==> config.mk <==
export PLATFORM = sky130hd
export DESIGN_NAME = mult_div_sequencer
export DESIGN_NICKNAME = d
export VERILOG_FILES = /design/src/rtl/mult_div_sequencer.sv
export SDC_FILE = /design/constraint.sdc
export NUM_CORES = 1
export LEC_CHECK = 0
export CELL_PAD_IN_SITES_DETAIL_PLACEMENT = 0
export CELL_PAD_IN_SITES_GLOBAL_PLACEMENT = 1
export CORE_MARGIN = 3
export CORE_UTILIZATION = 25
export DETAILED_ROUTE_END_ITERATION = 12
export GPL_ROUTABILITY_DRIVEN = 0
export PLACE_DENSITY_LB_ADDON = 0.12
export SETUP_SLACK_MARGIN = 0.1
export SKIP_CTS_REPAIR_TIMING = 1
export SLEW_MARGIN = 10
export SYNTH_ARGS = -nofsm -noshare
export SYNTH_HDL_FRONTEND = slang
export SYNTH_SLANG_ARGS = --single-unit
==> constraint.sdc <==
create_clock -name clock -period 10.1 [get_ports clock]
set_clock_uncertainty 0.15 [all_clocks]
set_input_delay 1.515 -clock clock [delete_from_list [all_inputs] [get_ports clock]]
set_output_delay 1.515 -clock clock [all_outputs]
set_load 0.01 [all_outputs]
==> src/rtl/mult_div_sequencer.sv <==
// Iterative signed multiply/divide engine producing Hi/Lo register values.
// Ports: clock, reset (async, active-low); start/op/a_in/b_in request;
// busy/done/div_zero/hi_lo_write status; hi_out/lo_out registered results.
module mult_div_sequencer #(
  parameter int WIDTH = 32
) (
  input  logic             clock,
  input  logic             reset,
  input  logic             start,
  input  logic             op,
  input  logic [WIDTH-1:0] a_in,
  input  logic [WIDTH-1:0] b_in,
  output logic             busy,
  output logic             done,
  output logic             div_zero,
  output logic             hi_lo_write,
  output logic [WIDTH-1:0] hi_out,
  output logic [WIDTH-1:0] lo_out
);

  localparam int CW = $clog2(WIDTH);

  typedef enum logic [2:0] {
    IDLE, MULT, DIV, FIX, DONE
  } state_t;

  state_t state, state_nxt;

  logic             op_q, sa_q, sb_q, dz_q;
  logic [WIDTH-1:0] ma_q, mb_q;
  logic [2*WIDTH-1:0] acc;
  logic [CW-1:0]    cnt;

  logic             last;
  logic             b_zero;
  logic [WIDTH-1:0] a_mag, b_mag;

  logic [WIDTH:0]     msum;
  logic [2*WIDTH-1:0] acc_mul;
  logic [WIDTH:0]     dsh, dtr;
  logic [2*WIDTH-1:0] acc_div;

  logic [2*WIDTH-1:0] prod_fix;
  logic [WIDTH-1:0]   q_fix, r_fix;

  assign last   = (cnt == CW'(WIDTH - 1));
  assign b_zero = (b_in == '0);
  assign a_mag  = a_in[WIDTH-1] ? -a_in : a_in;
  assign b_mag  = b_in[WIDTH-1] ? -b_in : b_in;

  // Shift-add: acc = {partial, multiplier}; add into the
  // upper half when the multiplier lsb is set, then shift right.
  assign msum    = {1'b0, acc[2*WIDTH-1:WIDTH]}
                 + {1'b0, (acc[0] ? ma_q : {WIDTH{1'b0}})};
  assign acc_mul = {msum, acc[WIDTH-1:1]};

  // Restoring step: acc = {remainder, dividend/quotient}.
  // A borrow out of the trial subtract restores the old value.
  assign dsh     = {acc[2*WIDTH-1:WIDTH], acc[WIDTH-1]};
  assign dtr     = dsh - {1'b0, mb_q};
  assign acc_div = {(dtr[WIDTH] ? dsh[WIDTH-1:0] : dtr[WIDTH-1:0]),
                    acc[WIDTH-2:0], ~dtr[WIDTH]};

  assign prod_fix = (sa_q ^ sb_q) ? -acc : acc;
  assign q_fix    = (sa_q ^ sb_q) ? -acc[WIDTH-1:0] : acc[WIDTH-1:0];
  assign r_fix    = sa_q ? -acc[2*WIDTH-1:WIDTH] : acc[2*WIDTH-1:WIDTH];

  assign busy        = (state != IDLE);
  assign done        = (state == DONE);
  assign div_zero    = done & dz_q;
  assign hi_lo_write = done & ~dz_q;

  always_ff @(posedge clock or negedge reset) begin
    if (!reset) state <= IDLE;
    else        state <= state_nxt;
  end

  always_comb begin
    state_nxt = state;
    unique case (state)
      IDLE: begin
        if (start) begin
          if (!op)        state_nxt = MULT;
          else if (b_zero) state_nxt = DONE;
          else            state_nxt = DIV;
        end
      end
      MULT:    if (last) state_nxt = FIX;
      DIV:     if (last) state_nxt = FIX;
      FIX:     state_nxt = DONE;
      DONE:    state_nxt = IDLE;
      default: state_nxt = IDLE;
    endcase
  end

  always_ff @(posedge clock or negedge reset) begin
    if (!reset) begin
      op_q   <= 1'b0;
      sa_q   <= 1'b0;
      sb_q   <= 1'b0;
      dz_q   <= 1'b0;
      ma_q   <= '0;
      mb_q   <= '0;
      acc    <= '0;
      cnt    <= '0;
      hi_out <= '0;
      lo_out <= '0;
    end else begin
      unique case (state)
        IDLE: begin
          if (start) begin
            op_q <= op;
            sa_q <= a_in[WIDTH-1];
            sb_q <= b_in[WIDTH-1];
            dz_q <= op & b_zero;
            ma_q <= a_mag;
            mb_q <= b_mag;
            cnt  <= '0;
            acc  <= {{WIDTH{1'b0}}, (op ? a_mag : b_mag)};
          end
        end
        MULT: begin
          acc <= acc_mul;
          cnt <= cnt + CW'(1);
        end
        DIV: begin
          acc <= acc_div;
          cnt <= cnt + CW'(1);
        end
        FIX: begin
          if (op_q) begin
            hi_out <= r_fix;
            lo_out <= q_fix;
          end else begin
            hi_out <= prod_fix[2*WIDTH-1:WIDTH];
            lo_out <= prod_fix[WIDTH-1:0];
          end
        end
        default: ;
      endcase
    end
  end

endmodule

==> results of run 1 <==
worst max path at each step:
stage / startpoint / endpoint / depth (start not counted)
floorplan: b_in[0] / state[1] / 11
global placement: a_in[15] / acc[29] / 10
detailed placement: a_in[15] / acc[29] / 10
CTS: a_in[15] / acc[29] / 10
global route: a_in[15] / acc[29] / 10
finish: a_in[15] / acc[29] / 10
critical path, stage by stage:
cell	delay, ps
clkdlybuf4s50_1	480
or4_1	620
nor4_1	610
nor3b_2	390
nand2_1	160
o31ai_1	310
xor2_1	230
o22ai_1	90
a221oi_1	230
a21oi_1	100
state kept, by name (all words and copies together), names as in the netlist:
| name | cells |
|---|---|
| sb_q | 1 |
| hi_out | 32 |
| sa_q | 1 |
| state | 3 |
| op_q | 1 |
| dz_q | 1 |
| lo_out | 32 |
| mb_q | 32 |
| cnt | 5 |
| ma_q | 32 |
| acc | 64 |
synthesized netlist by cell type (5+ instances only):
master,number
nand2_1,249
o21ai_0,234
dfrtp_1,204
nor2_1,136
a21oi_1,124
xor2_1,105
clkbuf_1,102
xnor2_1,71
ha_1,70
inv_1,63
and2_1,42
a22oi_1,40
nor3_1,35
mux2i_1,34
nand3_1,27
or3_1,21
o31ai_1,19
a21o_1,16
a221oi_1,15
a31oi_1,15
nand4_1,15
o21a_1,15
nor4_1,14
o21bai_1,13
o221ai_1,12
a211oi_1,11
nand2b_1,11
nor2b_1,11
o41ai_1,11
and3_1,10
o211ai_1,9
buf_1,7
nand3b_1,7
or4_1,7
a41oi_1,6
mux2_2,5
o22ai_1,5
or2_2,5
or4_4,5
cell type report:
| class | count | area (sq um) | share of cell area, % |
|---|---|---|---|
| inverters | 63 | 236 | 1.29 |
| clock buffers | 40 | 816 | 4.46 |
| repair buffers | 155 | 1510 | 8.23 |
| well taps | 773 | 967 | 5.29 |
| multi-input cells | 1492 | 9480 | 51.9 |
| clock inverters | 11 | 175 | 0.958 |
| flip-flops and latches | 204 | 5100 | 27.9 |
per-stage QoR:
step           cell area, sq um  cells  util [%]  setup WS [ps]
6_report                  18300   2738      30.6           5630
5_1_grt                   18300   2738      30.6           5360
4_1_cts                   18300   2738      30.6           5570
3_5_place_dp              17300   2687      29.0           4960
3_3_place_gp              17300   2687      29.0           4970
2_1_floorplan             15200   1874         -           6000
cell families after synthesis:
| family | after synthesis |
|---|---|
| compound gates | 592 |
| mux | 39 |
| xor+xnor | 176 |
| fa+ha+maj | 72 |
| simple gates | 613 |
| flops | 204 |
| buf+inv | 178 |
metal layers:
layer  wire [um]  share of wire (%)  vias up
li1            -                  -     6868
met1       28900                 47     6875
met2       28900                 48      267
met3        1850                3.0       53
met4        1220                2.0        0
met5           0                  0        -
power by group:
group,internal (W),switching (W),total [W]
clock network,0.000662,0.000408,0.00107
registers,0.00121,0.000518,0.00173
logic,0.00173,0.00266,0.00439
total,0.00360,0.00358,0.00719
==> flow_summary_export.csv, run 1 <==
group,metric,value,unit
floorplan,start_util,25.5,%
clock_network,cts-root-buf,"clkbuf_16",
finish,mostFrequentLayoutCell,"nand2_1",
timing,hold_viol_final,0,
worst_hold_path,hold_class,"flop to flop",
setup_path,rrSetupSlack,5630,ps
clock_network,path_clk_slew,60,ps
worst_hold_path,whs_endpoint,"ma_q[22]",
route,drc,0,
timing,fin_tns_setup,0,ps
synth,ys_seq_area_share,33.5,%
setup_path,required,10360,ps
placed_design,place_hpwl,46600,um
clock_network,cts.htree.levels,1,
synth,synth_top_area_share,33.5,%
global_routing,first_global_vias,14300,
global_routing,grt_pass1_wl,91800,um
synth,synth_area_leaders,"dfrtp_1, o21ai_0, nand2_1",
synth,synth_nets,2014,
floorplan,die_width,253,um
finish,drive_above_1_share,5.50,%
synth,syn-instance-count,1874,
clock_network,clk_latency,570,ps
route,ant_nets,0,
global_routing,grt_overflow_total,0,
setup_path,reg2regPathDepth,12,
setup_path,cp_data_arrival_time,4740,ps
route,drtIter0Drc,894,
synth,synth_edf_count,0,
timing,hold_ws,319,ps
setup_path,r2r-end,"acc[61]",
outcome,status,"finished clean",
global_routing,grt_max_degree,101,
floorplan,rows,89,
synth,synth_top_area_cell,"dfrtp_1",
placed_design,port_buffers,135,
finish,nFillCells,6422,
synth,mappedNetlistArea,15200,sq um
floorplan,pin_count,136,
global_routing,grt_use_met1,25.5,%
floorplan,die_area,64000,sq um
route,routed_wl,60900,um
timing,rsz0062_at_grt,"false",
global_routing,grt_use_met2,32.0,%
synth,synth_xor_area_share,10.1,%
finish,layout.nets,2084,
global_routing,use_met3,2.17,%
floorplan,die_y,253,um
floorplan,core,59700,sq um
synth,synthSimpleGateAreaFrac,19.0,%
route,via_count,14100,
setup_path,critical_path_class,"primary input to flop",
synth,synth_warnings,0,
run,drv_cap,0,
global_routing,grt_usage,18.7,%
synth,synth_compound_area_share,24.3,%
setup_path,cp_max_fo,4,
power_and_ir_drop,finalPower,0.00719,W
synth,synthArstFlopShare,100,%
route,wl_per_cell,22.2,um
clock_network,cts_tree,"yes",
timing,setup_viol,0,
timing,finalCritPeriodShare,44.3,%
timing,relSlewSlack,23.5,%
timing,slew_viol_final,0,
global_routing,busiest_layer,"met2",
synth,yosys-mux-area-fraction,2.60,%
synth,synth_top_family_by_area,"compound AO/OA/AOI/OAI gates",
route,routed_via_density,5.14,
finish,diodes,0,
worst_hold_path,min-delay-start,"ma_q[22]",
synth,synth_area_per_cell,8.14,sq um
timing,worst_pin_slew,1140,ps
timing,fmax,0.223,GHz
power_and_ir_drop,p_per_area,393,nW/um^2
synth,ys_ff_latch,204,
setup_path,crit_path_start_kind,"primary input",
setup_path,cp-end-kind,"flop",
power_and_ir_drop,ir_drop,0.000174,V
global_routing,antenna_found_initial,0,
worst_hold_path,hold_depth,2,
finish,final_cell_mix,"nand2_1, o21ai_0, dfrtp_1",
clock_network,cts_buffer_depth,3,
clock_network,cts_buffers,28,
clock_network,cts.sinks,204,
finish,area.growth.synth_to_final,19.9,%
power_and_ir_drop,cellLeakagePower,7.63,nW
synth,ys.flop_type,"dfrtp_1",
setup_path,r2r_start,"acc[31]",
synth,synthAdderAreaFrac,6.01,%
route,firstDrtPassIters,5,
synth,ys_types,82,
timing,period_needed,4470,ps
Note: power is estimated with default switching activity, not from simulation.
==> inputs of run 2 (changes only) <==
==> constraint.sdc (replaced) <==
create_clock -name clock -period 3.9 [get_ports clock]
set_clock_uncertainty 0.15 [all_clocks]
set_input_delay 0.585 -clock clock [delete_from_list [all_inputs] [get_ports clock]]
set_output_delay 0.585 -clock clock [all_outputs]
set_load 0.01 [all_outputs]
==> run 2 against run 1 <==
Net effect: global-route usage increased by 0.20 points; combinational power grew to 2.9 times the previous value; total power grew to 2.7 times the previous value; flip-flop and latch count did not move; sequential power rose by 140%; critical path type is now flop to flop.
==> flow_summary_export.csv, run 2 (synthesized netlist as in run 1, its figures left out) <==
group,metric,value,unit
route,drtIter0Drc,839,
route,via_count,14600,
timing,finalCritPeriodShare,94.2,%
setup_path,critical_path_class,"flop to flop",
power_and_ir_drop,seq_power_share,21.0,%
power_and_ir_drop,sw_frac_of_total,48.6,%
route,wl_per_cell,21.3,um
finish,multi_input_area,9510,sq um
global_routing,grt_overflow_total,0,
finish,instances_no_fill,2886,
clock_network,cts.htree.levels,1,
power_and_ir_drop,power_switching,0.00949,W
placed_design,placed_cells,2831,
power_and_ir_drop,internal_power,0.0101,W
route,ant_nets,0,
finish,final_cell_mix,"nand2_1, o21ai_0, dfrtp_1",
power_and_ir_drop,ir_drop,0.000415,V
setup_path,required,4210,ps
clock_network,cts.sinks,204,
clock_network,cts-root-buf,"clkbuf_16",
route,drc,0,
finish,mostFrequentLayoutCell,"nand2_1",
timing,fin_tns_setup,0,ps
finish,layout.nets,2234,
setup_path,reg2regPathDepth,14,
floorplan,pin_count,136,
power_and_ir_drop,finalPower,0.0195,W
outcome,status,"finished clean",
placed_design,place_hpwl,48800,um
timing,slew_viol_final,0,
timing,hold_ws,318,ps
timing,worst_pin_slew,1020,ps
setup_path,cp-end-kind,"flop",
timing,period_needed,3670,ps
power_and_ir_drop,p_clk_share,13.1,%
setup_path,cp_data_arrival_time,3980,ps
floorplan,start_util,25.5,%
clock_network,cts_buffer_depth,3,
clock_network,cts_buffers,27,
power_and_ir_drop,power_frac_comb,65.8,%
worst_hold_path,hold_depth,2,
timing,rsz0062_at_grt,"true",
global_routing,antenna_found_initial,0,
power_and_ir_drop,p_per_area,1000,nW/um^2
setup_path,cp_max_fo,21,
global_routing,first_global_vias,14500,
floorplan,die_y,253,um
floorplan,die_width,253,um
timing,relSlewSlack,31.4,%
finish,area.growth.synth_to_final,27.6,%
finish,regMostFlops,"acc",
clock_network,clk_latency,580,ps
finish,diodes,0,
clock_network,path_clk_slew,60,ps
finish,drive_above_1_share,12.3,%
floorplan,die_area,64000,sq um
worst_hold_path,hold_class,"flop to flop",
floorplan,rows,89,
run,drv_cap,0,
global_routing,grt_max_degree,129,
placed_design,port_buffers,135,
timing,hold_viol_final,0,
global_routing,grt_pass1_wl,92300,um
route,firstDrtPassIters,7,
timing,fmax,0.272,GHz
route,routed_via_density,5.05,
finish,largest_register_ffs,64,
route,routed_wl,61600,um
finish,nFillCells,6378,
timing,setup_viol,0,
floorplan,core,59700,sq um
setup_path,crit_path_start_kind,"flop",
global_routing,grt_usage,18.9,%
power_and_ir_drop,cellLeakagePower,8.38,nW
finish,seq_area,5100,sq um
clock_network,cts_tree,"yes",
-- run 2: changes by cell type in the layout (fill, tap and decap cells not counted), sizes merged --
cell | before | now
inv | 63 | 65
dlygate4sd3 | 0 | 1
buf | 20 | 170
clkbuf | 41 | 36
clkinv | 5 | 6
bufinv | 4 | 2
clkinvlp | 2 | 3
-- run 2: path summary, 6_finish.rpt --
path,slack [ps],startpoint,endpoint
max,230,acc[0],acc[61]
min,320,ma_q[23],ma_q[23]
max reg2reg,230,acc[0],acc[61]
min reg2reg,320,ma_q[23],ma_q[23]
max in group asynchronous,2270,reset,acc[46]
min in group asynchronous,450,reset,lo_out[15]
-- run 2: layer usage --
| layer | GRT usage (%) | vias to the layer above | share of wire, % |
|---|---|---|---|
| li1 | - | 7148 | - |
| met1 | 25.8 | 7018 | 47 |
| met2 | 30.3 | 335 | 45 |
| met3 | 2.37 | 84 | 3.9 |
| met4 | 7.99 | 0 | 4.6 |
| met5 | 0 | - | 0 |
-- run 2: cell type report --
cell class              count  area share (%)
flip-flops and latches    204            26.2
well taps                 773            4.97
multi-input cells        1492            48.9
repair buffers            306            14.1
inverters                  63            1.22
clock inverters            13           0.746
clock buffers              35            3.89
-- run 2: metrics by stage --
step                util [%]  cell area, sq um  setup WS (ps)
floorplan                  -             15200            517
global placement        30.9             18500           52.6
finish                  32.6             19500            228
CTS                     32.4             19400            211
detailed placement      30.9             18500           27.9
global route            32.6             19500           67.8
-- run 2: power groups by stage --
stage                     Sequential, W  Clock (W)  Combinational [W]
after floorplan                 0.00394          0            0.00787
after global placement          0.00414          0             0.0127
after detailed placement        0.00418          0             0.0127
after CTS                       0.00414    0.00265             0.0128
after global routing            0.00427    0.00273             0.0142
final                           0.00411    0.00257             0.0129
-- run 2: worst max-delay path: stages (launching register included) --
cell	delay (ps)
dfrtp_1	410
buf_12	160
and2_1	200
ha_1	370
a21oi_2	180
o211ai_1	180
or3_1	350
a311oi_1	240
buf_4	180
o21ai_1	120
a221oi_1	310
buf_4	180
o21bai_1	90
xor2_1	150
a221o_1	290
